--- src/rtl/shifter_arbiter_pkg.sv ---
// Shared definitions for the shifter arbiter: FSM state encoding and index-width helpers.
package shifter_arbiter_pkg;

    typedef enum logic [1:0] {
        S_IDLE      = 2'd0,
        S_START     = 2'd1,
        S_WAIT_DONE = 2'd2,
        S_ACK       = 2'd3
    } state_t;

    function automatic int clog2(input int value);
        int result;
        result = 0;
        while ((1 << result) < value) begin
            result = result + 1;
        end
        return result;
    endfunction

    // Requester index width; never narrower than one bit.
    function automatic int idx_width(input int num_req);
        return (clog2(num_req) < 1) ? 1 : clog2(num_req);
    endfunction

    localparam int NUM_REQ_DEFAULT = 4;
    localparam int IDX_W_DEFAULT   = idx_width(NUM_REQ_DEFAULT);

endpackage

--- src/rtl/shifter_arbiter_rr_priority_pick.sv ---
// Round-robin priority pick: first set req bit at or above rr_ptr, wrapping past NUM_REQ-1.
module rr_priority_pick
    import shifter_arbiter_pkg::*;
#(
    parameter int NUM_REQ = NUM_REQ_DEFAULT,
    parameter int IDX_W   = idx_width(NUM_REQ)
) (
    input  logic [NUM_REQ-1:0] req,
    input  logic [IDX_W-1:0]   rr_ptr,
    output logic [IDX_W-1:0]   pick,
    output logic               found
);
    localparam int SUM_W = IDX_W + 1;

    logic [SUM_W-1:0] offset_sum [NUM_REQ];
    logic [IDX_W-1:0] candidate  [NUM_REQ];

    // candidate[k] is the requester k places after rr_ptr, modulo NUM_REQ
    genvar gi;
    generate
        for (gi = 0; gi < NUM_REQ; gi++) begin : g_candidate
            assign offset_sum[gi] = {1'b0, rr_ptr} + SUM_W'(gi);
            assign candidate[gi]  = (offset_sum[gi] >= SUM_W'(NUM_REQ))
                                  ? IDX_W'(offset_sum[gi] - SUM_W'(NUM_REQ))
                                  : offset_sum[gi][IDX_W-1:0];
        end
    endgenerate

    always_comb begin
        pick  = '0;
        found = 1'b0;
        for (int k = NUM_REQ - 1; k >= 0; k--) begin
            if (req[candidate[k]]) begin
                pick  = candidate[k];
                found = 1'b1;
            end
        end
    end

endmodule

--- src/rtl/shifter_arbiter.sv ---
// Round-robin owner of the shared output shifter; optional watchdog under SHIFTER_ARB_TIMEOUT_EN.
module shifter_arbiter
    import shifter_arbiter_pkg::*;
#(
    parameter int NUM_REQ        = 4,
    parameter int IN_WIDTH       = 128,
    parameter int TIMEOUT_CYCLES = 1024
) (
    input  logic                          clock,
    input  logic                          reset,
    input  logic [NUM_REQ-1:0]            req,
    input  logic [NUM_REQ*IN_WIDTH-1:0]   req_vector,
    output logic [NUM_REQ-1:0]            ack,
    output logic [idx_width(NUM_REQ)-1:0] grant_id,
    output logic                          busy,
    output logic                          shifter_start,
    output logic [IN_WIDTH-1:0]           shifter_vector,
`ifdef SHIFTER_ARB_TIMEOUT_EN
    output logic                          timeout_err,
`endif
    input  logic                          shifter_done
);
    localparam int IDX_W = idx_width(NUM_REQ);

    if (NUM_REQ < 2 || NUM_REQ > 16 || TIMEOUT_CYCLES < 1) begin : g_param_check
        $error("shifter_arbiter: parameter out of range");
    end

    state_t               state_reg, state_next;
    logic [IDX_W-1:0]     rr_ptr_reg, rr_ptr_next;
    logic [IDX_W-1:0]     grant_reg, grant_next;
    logic [IN_WIDTH-1:0]  vector_reg, vector_next;
    logic                 busy_reg, busy_next;
    logic                 start_reg, start_next;
    logic [NUM_REQ-1:0]   ack_reg, ack_next;
    logic [IDX_W-1:0]     pick;
    logic                 found;
    logic [IDX_W-1:0]     after_owner;
    logic [IN_WIDTH-1:0]  req_slice [NUM_REQ];

`ifdef SHIFTER_ARB_TIMEOUT_EN
    localparam int WD_W = clog2(TIMEOUT_CYCLES) + 1;
    logic [WD_W-1:0]      wd_reg, wd_next;
    logic                 timeout_reg, timeout_next;
`endif

    genvar gi;
    generate
        for (gi = 0; gi < NUM_REQ; gi++) begin : g_slice
            assign req_slice[gi] = req_vector[gi*IN_WIDTH +: IN_WIDTH];
        end
    endgenerate

    rr_priority_pick #(
        .NUM_REQ (NUM_REQ),
        .IDX_W   (IDX_W)
    ) u_pick (
        .req    (req),
        .rr_ptr (rr_ptr_reg),
        .pick   (pick),
        .found  (found)
    );

    assign after_owner = (grant_reg == IDX_W'(NUM_REQ - 1)) ? '0 : grant_reg + 1'b1;

    // Outputs are registered: each state's action becomes visible one cycle later,
    // so start shows in the first wait cycle and ack shows while in S_ACK.
    always_comb begin
        state_next  = state_reg;
        rr_ptr_next = rr_ptr_reg;
        grant_next  = grant_reg;
        vector_next = vector_reg;
        busy_next   = busy_reg;
        start_next  = 1'b0;
        ack_next    = '0;
`ifdef SHIFTER_ARB_TIMEOUT_EN
        wd_next      = wd_reg;
        timeout_next = 1'b0;
`endif
        case (state_reg)
            S_IDLE: begin
                if (found) begin
                    grant_next  = pick;
                    vector_next = req_slice[pick];
                    busy_next   = 1'b1;
                    state_next  = S_START;
                end
            end
            S_START: begin
                start_next = 1'b1;
`ifdef SHIFTER_ARB_TIMEOUT_EN
                wd_next    = '0;
`endif
                state_next = S_WAIT_DONE;
            end
            S_WAIT_DONE: begin
                if (shifter_done) begin
                    ack_next    = NUM_REQ'(1) << grant_reg;
                    busy_next   = 1'b0;
                    rr_ptr_next = after_owner;
                    state_next  = S_ACK;
                end
`ifdef SHIFTER_ARB_TIMEOUT_EN
                else if (wd_reg == WD_W'(TIMEOUT_CYCLES - 1)) begin
                    timeout_next = 1'b1;
                    busy_next    = 1'b0;
                    rr_ptr_next  = after_owner;
                    state_next   = S_IDLE;
                end else begin
                    wd_next = wd_reg + 1'b1;
                end
`endif
            end
            S_ACK: begin
                state_next = S_IDLE;
            end
            default: begin
                state_next = S_IDLE;
            end
        endcase
    end

    always_ff @(posedge clock) begin
        if (reset) begin
            state_reg   <= S_IDLE;
            rr_ptr_reg  <= '0;
            grant_reg   <= '0;
            vector_reg  <= '0;
            busy_reg    <= 1'b0;
            start_reg   <= 1'b0;
            ack_reg     <= '0;
`ifdef SHIFTER_ARB_TIMEOUT_EN
            wd_reg      <= '0;
            timeout_reg <= 1'b0;
`endif
        end else begin
            state_reg   <= state_next;
            rr_ptr_reg  <= rr_ptr_next;
            grant_reg   <= grant_next;
            vector_reg  <= vector_next;
            busy_reg    <= busy_next;
            start_reg   <= start_next;
            ack_reg     <= ack_next;
`ifdef SHIFTER_ARB_TIMEOUT_EN
            wd_reg      <= wd_next;
            timeout_reg <= timeout_next;
`endif
        end
    end

    assign ack            = ack_reg;
    assign grant_id       = grant_reg;
    assign busy           = busy_reg;
    assign shifter_start  = start_reg;
    assign shifter_vector = vector_reg;
`ifdef SHIFTER_ARB_TIMEOUT_EN
    assign timeout_err    = timeout_reg;
`endif

endmodule

--- config.mk ---
export PLATFORM = sky130hd
export DESIGN_NAME = shifter_arbiter
export DESIGN_NICKNAME = d
export VERILOG_FILES = /design/src/rtl/shifter_arbiter_pkg.sv /design/src/rtl/shifter_arbiter_rr_priority_pick.sv /design/src/rtl/shifter_arbiter.sv
export SDC_FILE = /design/constraint.sdc
export NUM_CORES = 1
export LEC_CHECK = 0
export ABC_AREA = 1
export BUFFER_PORTS_ARGS = -buffer_cell sky130_fd_sc_hd__buf_4
export CAP_MARGIN = 20
export CORE_AREA = 3 3 252 254
export CTS_CLUSTER_SIZE = 40
export DETAILED_ROUTE_END_ITERATION = 10
export DIE_AREA = 0 0 255 257
export SYNTH_ARGS = -nofsm -noshare
export SYNTH_HDL_FRONTEND = slang
export SYNTH_SLANG_ARGS = --single-unit
export TNS_END_PERCENT = 1
--- constraint.sdc ---
create_clock -name clock -period 1.9 [get_ports clock]
set_input_delay 0.19 -clock clock [delete_from_list [all_inputs] [get_ports clock]]
set_output_delay 0.19 -clock clock [all_outputs]
set_load 0.02 [all_outputs]
==> results.cfg, run 1 <==
[status]
outcome = complete, but fails checks
violations = negative setup slack

[sta]
final.min_clock_period_ns = 2.09
post-route-period-util = 1.10
finalWorstSetupSlack_ns = -0.187
fin_skew_ns = 0.0155
fmax_mhz = 479
tns_ns = -15.79
tightest_slew_ns = 0.415
rsz0062_at_grt = yes
relSlewSlack = 0.723
setup_viol = 128
drv_slew = 0
hold_viol_final = 0

[clock_tree]
root_buffer = clkbuf_16
numCtsBuffers = 17
clkLatencyLatePin_ns = 0.48
cts.sinks = 140
clock_path_buffers = 2
cts_tree = built
htreeDepth = 4
clk_pin_slew_worst_paths_ns = 0.07

[synthesis]
synth_top_area_frac = 0.295
synth-compound-area-share = 0.136
syn-instance-count = 1552
synth_area_um2 = 9500
synth-seq-cells = 140
yosys.area.top_type = dfxtp_1
synthTopCellsByArea = dfxtp_1 29%, nand3_1 24%, nand2_1 17%
muxShareOfSynthArea = 0
synthSimpleGateAreaFrac = 0.459
synth_nets = 2076
ys_warn_count = 0
ys_seq_area_frac = 0.295
synth-adder-area-share = 0.00658
avgSynthCellArea_um2 = 6.12
synth_xor_area_frac = 0.000922
ys_types = 25
synth_top_family_by_area = simple AND/OR/NAND/NOR gates

[global_routing]
antenna_found_initial = 4
grt_pass1_vias = 12790
grt_pass1_wl_um = 76200
grt_overflow = 0
grt_max_degree = 65
grtUsageTotal = 0.155

[floorplan]
fp-row-count = 91
pin_count = 655
die-area_um2 = 65500
die_h_um = 257
core_area_um2 = 61500
start_util = 0.155
die_w_um = 255

[layout]
final_cell_mix = 732 x buf_4, 406 x nand2_1, 404 x nand3_1, 138 x dfxtp_1
final_common_cell = buf_4
nets = 2818
drive_gt1_frac = 0.443
area_growth_pct = 96.0
largest_register_ffs = 128

[drt]
drt-total-wl_um = 58800
drt_iter0_drc = 944
drc = 0
via_per_inst = 4.49
firstDrtPassIters = 6
routedWlPerCell_um = 19.0
ant_nets = 0
dr_total_vias = 13913

[worst_setup_path]
crit_path_start_kind = register
cp.arrival_ns = 2.45
cp_max_fo = 6
crit_path_end_kind = register
crit_required_ns = 2.27
crit_type = reg2reg

[placement]
hpwl_um = 40700
portBuffers = 654
post-place-ws_ns = -0.313
gp_congestion = 0.958

[pwr]
p_per_area_nw_per_um2 = 1540
p_leak_nw = 9.11
p_total_w = 0.0287
ir_drop_mv = 0.711

[worst_hold_path]
hold_path_class = in2reg

[flow_run]
maxCapViolCount = 0
## synth_stat cells, drive strengths merged
cell type	instances
xnor2	1
a21oi	135
clkbuf	29
dfxtp	140
a211oi	1
inv	23
nand4	1
nand2	448
nand3	464
o21ai	117
ha	5
nor2	68
o211ai	1
buf	119
## critical path, cell delays in order, from the launching register on
cell and delay (ns):
dfxtp_4 0.38, buf_6 0.14, nand2_4 0.08, nand3_2 0.09, nand2_2 0.08, inv_2 0.05
buf_6 0.11, nand3_4 0.12, buf_12 0.14, nand2_8 0.07, buf_16 0.15, buf_4 0.14
nand2_1 0.16, nand3_1 0.11, nand2_2 0.09, a21oi_1 0.06
## stage by stage
stage	cells	instance area [um^2]	utilization	hold slack [ns]
floorplan	1552	9500	-	0.326
detailed placement	2991	16000	0.261	0.427
global placement	2991	16000	0.261	0.421
finish	3100	18600	0.303	0.0498
global route	3099	18600	0.303	0.0383
CTS	3061	17300	0.281	0.000189
## kinds of logic (layout without fill, tap and decap cells)
kind of cell    Yosys count  after routing
buf+inv                 171            925
simple gates            981            982
other cells               0              3
flops                   140            140
fa+ha+maj                 5              5
compound gates          254            254
xor+xnor                  1              1
## layer usage
layer / wire length [um] / GRT usage / up-vias
met5: 13 / 0 / -
met2: 27600 / 0.254 / 594
met1: 24800 / 0.189 / 6439
met3: 4270 / 0.0438 / 106
li1: - / - / 6772
met4: 2040 / 0.0702 / 2
## power breakdown
part	switching (W)	internal (W)
sequential	0.000767	0.00412
combinational	0.0114	0.00895
clock	0.00152	0.00201
## repair_timing
item                       CTS  global route
resized for setup           42           177
hold buffers                31             0
pin swaps                    6            51
setup endpoints to repair  131           131
buffers inserted             3            16
cloned                       4            20
hold endpoints to repair    19             0
## area by class of cell
| type | instances | area, um^2 |
|---|---|---|
| fillers | 6716 | 42900 |
| repair buffers | 870 | 7790 |
| multi-input cells | 1242 | 6330 |
| flip-flops and latches | 140 | 2810 |
| well taps | 790 | 988 |
| clock buffers | 20 | 457 |
| clock inverters | 12 | 136 |
| inverters | 23 | 106 |
| diodes | 3 | 7.51 |
## final timing paths
path,from,to,slack [ns],cells past startpoint
setup / recovery,rr_ptr_reg[0],shifter_vector[106],-0.19,15
hold / removal,req_vector[74],shifter_vector[74],0.05,5
setup reg to reg,rr_ptr_reg[0],shifter_vector[106],-0.19,15
hold reg to reg,state_reg[0],state_reg[0],0.50,2
Note: power is estimated with default switching activity, not from simulation.
==> inputs of run 2 (changes only) <==
Settings changed: CORE_AREA 3 3 252 254 to 3 3 250 252, DIE_AREA 0 0 255 257 to 0 0 253 255.
==> run 2 against run 1 <==
  * The flow still finishes with violations (negative setup slack)
  * Clock power fell by 2%
  * Core utilization shrank 0.62 points
  * Die area fell by 1.6%
  * Flip-flop and latch count unchanged
  * Highest routed layer is now met4
==> results.cfg, run 2 (synthesis gave the netlist of run 1 again) <==
[status]
outcome = complete, but fails checks
violations = negative setup slack

[sta]
drv_slew = 0
fmax_mhz = 479
setup_viol = 130
post-route-period-util = 1.10
tightest_slew_ns = 0.385
finalWorstSetupSlack_ns = -0.189
rsz0062_at_grt = yes
final.min_clock_period_ns = 2.09
relSlewSlack = 0.743
tns_ns = -14.06
fin_skew_ns = 0.0252
hold_viol_final = 0

[floorplan]
die_h_um = 255
core_area_um2 = 60400
start_util = 0.157
pin_count = 655
die-area_um2 = 64500
fp-row-count = 90
die_w_um = 253

[global_routing]
grt_max_degree = 46
grt_overflow = 0
antenna_found_initial = 0
grt_pass1_wl_um = 77100
grt_pass1_vias = 12944
grtUsageTotal = 0.159

[worst_setup_path]
cp_max_fo = 8
crit_required_ns = 2.26
path_buf_inv = 6
cp.arrival_ns = 2.45
worst-path-stages = 16
reg2reg_depth = 16
crit_type = reg2reg
worstPathCellList = buf_4, nand2_2, o21ai_4, nand2_2, buf_6, nand2_2, inv_2, nand2_2, o21ai_4, buf_6, buf_6, nor2_4, clkbuf_16, nand3_2, nand2_1, nor2_1
slowest_delay_ns = 0.38
crit_path_start_kind = register
crit_top_cell = nand2_2
cp_slowest_cell = dfxtp_4
crit_path_end_kind = register
path_delay_family = buffers and inverters

[layout]
nets = 2803
largest_register_ffs = 128
nFillCells = 6583
register_area_um2 = 2810
final_common_cell = buf_4
area_growth_pct = 88.5
multi_input_area_um2 = 6100
drive_gt1_frac = 0.421
final_cell_mix = 742 x buf_4, 427 x nand3_1, 426 x nand2_1, 139 x dfxtp_1, 122 x a21oi_1
final_cells = 3074
antenna_cells = 0

[drt]
drc = 0
via_per_inst = 4.50
firstDrtPassIters = 7
dr_total_vias = 13840
ant_nets = 0
drt-total-wl_um = 58700
routedWlPerCell_um = 19.1
drt_iter0_drc = 883

[worst_hold_path]
hold_path_class = in2reg
whs_path_depth = 5

[placement]
placed_cells = 2973
portBuffers = 654
gp_congestion = 0.931
hpwl_um = 41900

[flow_run]
maxCapViolCount = 0

[clock_tree]
clock_path_buffers = 2
clkLatencyLatePin_ns = 0.48
htreeDepth = 4
root_buffer = clkbuf_16
cts.sinks = 140
cts_tree = built
clk_pin_slew_worst_paths_ns = 0.06
numCtsBuffers = 17

[pwr]
p_leak_nw = 8.76
ir_drop_mv = 0.683
p_per_area_nw_per_um2 = 1550
run 2: cell types whose count changed in the layout (fill, tap and decap cells not counted), sizes merged:
cell / change
inv: -1
buf: -10
diode: -3
bufbuf: -1
clkbuf: -8
dlygate4sd3: +3
clkinvlp: +2
run 2: final timing paths:
kind	startpoint	to	slack (ns)
worst max-delay path	rr_ptr_reg[0]	shifter_vector[93]	-0.19
worst min-delay path	req_vector[79]	shifter_vector[79]	0.06
worst max register to register	rr_ptr_reg[0]	shifter_vector[93]	-0.19
worst min register to register	grant_id[0]	ack[0]	0.51
run 2: through the flow:
step                total power (W)  instance area, um^2  hold WS (ns)  worst slack [ns]  utilization
finish                       0.0278                17900        0.0603            -0.189        0.297
global route                 0.0298                17900        0.0395            -0.325        0.297
CTS                          0.0258                17100       0.00400            -0.167        0.283
detailed placement           0.0215                15900         0.425            -0.246        0.264
global placement             0.0215                15900         0.414            -0.235        0.264
floorplan                    0.0144                 9500         0.326             0.146            -
run 2: repair_timing:
| action | CTS | global route |
|---|---|---|
| endpoints found under the hold margin | 19 | 0 |
| gates resized for setup | 22 | 129 |
| hold buffers | 34 | 0 |
| endpoints found under the setup margin | 129 | 132 |
| buffers inserted | 2 | 19 |
| pin swaps | 2 | 33 |
| gates cloned | 5 | 10 |
run 2: power breakdown:
group | internal, W | switching (W) | total (W)
clock | 0.00199 | 0.00148 | 0.00347
sequential | 0.00412 | 0.000740 | 0.00486
combinational | 0.00825 | 0.0112 | 0.0195
run 2: area by class of cell:
cell class                      count  share of cell area
Inverter                           23             0.00608
Sequential cell                   140               0.157
Timing Repair inverter              3             0.00189
Clock inverter                     10             0.00650
Multi-Input combinational cell   1242               0.341
Clock buffer                       22              0.0259
Timing Repair Buffer              852               0.407
Tap cell                          782              0.0546
run 2: worst register-to-register path: cells and delay by family, from the launching register on:
kind,cells,cell delay (ns)
DFF,1,0.38
AOI/OAI and AO/OA,2,0.16
buffers and inverters,6,0.77
and+or+nand+nor,8,0.68
run 2: per-layer routing:
layer | vias up | global-route usage | routed length [um]
met5 | - | 0 | 0
met4 | 0 | 0.0783 | 2510
met3 | 115 | 0.0430 | 4270
met2 | 616 | 0.265 | 28000
met1 | 6384 | 0.189 | 23900
li1 | 6725 | - | -
==> inputs of run 3 (changes only) <==
Settings changed: BUFFER_PORTS_ARGS -buffer_cell sky130_fd_sc_hd__buf_4 to -buffer_cell sky130_fd_sc_hd__buf_2, SKIP_LAST_GASP set to 1.
==> run 3 against run 2 <==
  * The flow still finishes with violations (negative setup slack)
  * Clock power increased by 9.2%
  * Clock skew is 0.0099 ns lower
  * First-iteration DRC count is 26% higher
  * Via count shrank 1.1%
  * Core utilization shrank 3.4 points
  * Power down 7.3%
  * Sequential power shrank 2%
==> results.cfg, run 3 (synthesis gave the netlist of run 1 again) <==
[floorplan]
die_h_um = 255
core_area_um2 = 60400
start_util = 0.157
fp-row-count = 90
die_w_um = 253
pin_count = 655
die-area_um2 = 64500

[worst_setup_path]
crit_path_end_kind = register
slowest_delay_ns = 0.40
cp_slowest_cell = dfxtp_4
cp.arrival_ns = 2.48
worstPathCellList = buf_6, nand2_2, nand3_2, nand2_1, nand3_2, buf_6, nand3_4, nand2_8, clkinvlp_4, buf_12, clkbuf_16, nand2_1, nand2_1, a21oi_1, nor2_1
path_delay_family = simple AND/OR/NAND/NOR gates
crit_path_start_kind = register
cp_max_fo = 12
crit_required_ns = 2.26
crit_top_cell = nand2_1
path_buf_inv = 5
crit_type = reg2reg

[global_routing]
grt_pass1_vias = 12261
grt_max_degree = 62
antenna_found_initial = 5
grt_overflow = 0
grtUsageTotal = 0.148
grt_pass1_wl_um = 71900

[sta]
post-route-period-util = 1.12
drv_slew = 0
rsz0062_at_grt = yes
fmax_mhz = 472
tightest_slew_ns = 0.632
relSlewSlack = 0.579
finalWorstSetupSlack_ns = -0.220
setup_viol = 129
final.min_clock_period_ns = 2.12
hold_viol_final = 0
holdWs_ns = 0.0647
fin_skew_ns = 0.0153

[drt]
dr_total_vias = 13692
ant_nets = 0
drt_iter0_drc = 1109
via_per_inst = 4.48
drc = 0
firstDrtPassIters = 6
drt-total-wl_um = 55100
routedWlPerCell_um = 18.0

[placement]
portBuffers = 654
gp_congestion = 0.932
placed_cells = 2958
hpwl_um = 39700
post-place-ws_ns = -0.414

[pwr]
p_total_w = 0.0258
p_switching_w = 0.0126
p_leak_nw = 8.13
ir_drop_mv = 0.640
netSwitchingFraction = 0.490
power.internal_w = 0.0132
combPwrFrac = 0.669
pwr-share-seq = 0.184
p_per_area_nw_per_um2 = 1630
p_clk_frac = 0.147

[status]
violations = negative setup slack
outcome = complete, but fails checks

[layout]
nets = 2781
area_growth_pct = 66.8
utilization = 0.263
largest_register_ffs = 128
drive_gt1_frac = 0.394
final_common_cell = buf_2
final_cells = 3055
nFillCells = 6828
final_cell_mix = 654 x buf_2, 443 x nand3_1, 432 x nand2_1, 138 x dfxtp_1, 125 x a21oi_1

[flow_run]
maxCapViolCount = 0

[clock_tree]
htreeDepth = 4
root_buffer = clkbuf_16
clkLatencyLatePin_ns = 0.48
cts_tree = built
clock_path_buffers = 2
clk_pin_slew_worst_paths_ns = 0.07
numCtsBuffers = 17
cts.sinks = 140

[worst_hold_path]
hold_path_class = in2reg
[run 3: cell types whose count changed in the layout (fill, tap and decap cells not counted), sizes merged]
cell	delta
buf	-26
bufbuf	+1
bufinv	+2
clkbuf	+5
clkinv	-3
diode	+3
nand2	-1
[run 3: power by group through the flow]
stage	Sequential, W	Clock [W]	Combinational (W)
2_1_floorplan	0.00605	0	0.00836
4_1_cts	0.00475	0.00395	0.0157
5_1_grt	0.00489	0.00405	0.0188
6_report	0.00475	0.00379	0.0172
3_5_place_dp	0.00479	0	0.0155
3_3_place_gp	0.00478	0	0.0155
[run 3: per-layer routing]
metal	GRT usage	part of all wire	up-vias
li1	-	-	6692
met1	0.177	0.41	6236
met2	0.245	0.47	655
met3	0.0417	0.080	105
met4	0.0717	0.039	4
met5	0	0.00062	-
[run 3: through the flow]
step	area, um^2	TNS, ns
floorplan	9500	0
global placement	14100	-39.40
detailed placement	14100	-45.15
CTS	15200	-19.10
global route	15900	-34.44
finish	15900	-18.53
[run 3: worst paths after layout]
check / end / slack, ns / start / depth (start not counted)
setup reg to reg: shifter_vector[85] / -0.22 / rr_ptr_reg[0] / 15
hold reg to reg: state_reg[0] / 0.49 / state_reg[0] / 2
hold / removal: shifter_vector[10] / 0.06 / req_vector[394] / 5
setup / recovery: shifter_vector[85] / -0.22 / rr_ptr_reg[0] / 15
[run 3: cell type report]
cell class | instances | area [um^2] | area share
multi-input combinational | 1241 | 5900 | 0.372
timing repair buffer | 834 | 5420 | 0.342
sequential | 140 | 2810 | 0.177
tap | 782 | 978 | 0.0617
clock buffer | 20 | 457 | 0.0288
clock inverter | 12 | 185 | 0.0117
inverter | 23 | 103 | 0.00647
antenna | 3 | 7.51 | 0.000474
[run 3: timing repair]
item,in CTS,in global routing
gates cloned,1,15
hold buffers,34,0
setup endpoints to repair,131,131
buffers inserted,1,11
gates resized for setup,8,56
pin swaps,1,10
hold endpoints to repair,21,0
[run 3: worst register-to-register path: stages, from the launching register on]
cell and delay, ns:
dfxtp_4 0.40, buf_6 0.14, nand2_2 0.08, nand3_2 0.09
nand2_1 0.07, nand3_2 0.10, buf_6 0.10, nand3_4 0.12
nand2_8 0.17, clkinvlp_4 0.12, buf_12 0.15, clkbuf_16 0.18
nand2_1 0.07, nand2_1 0.05, a21oi_1 0.12, nor2_1 0.05
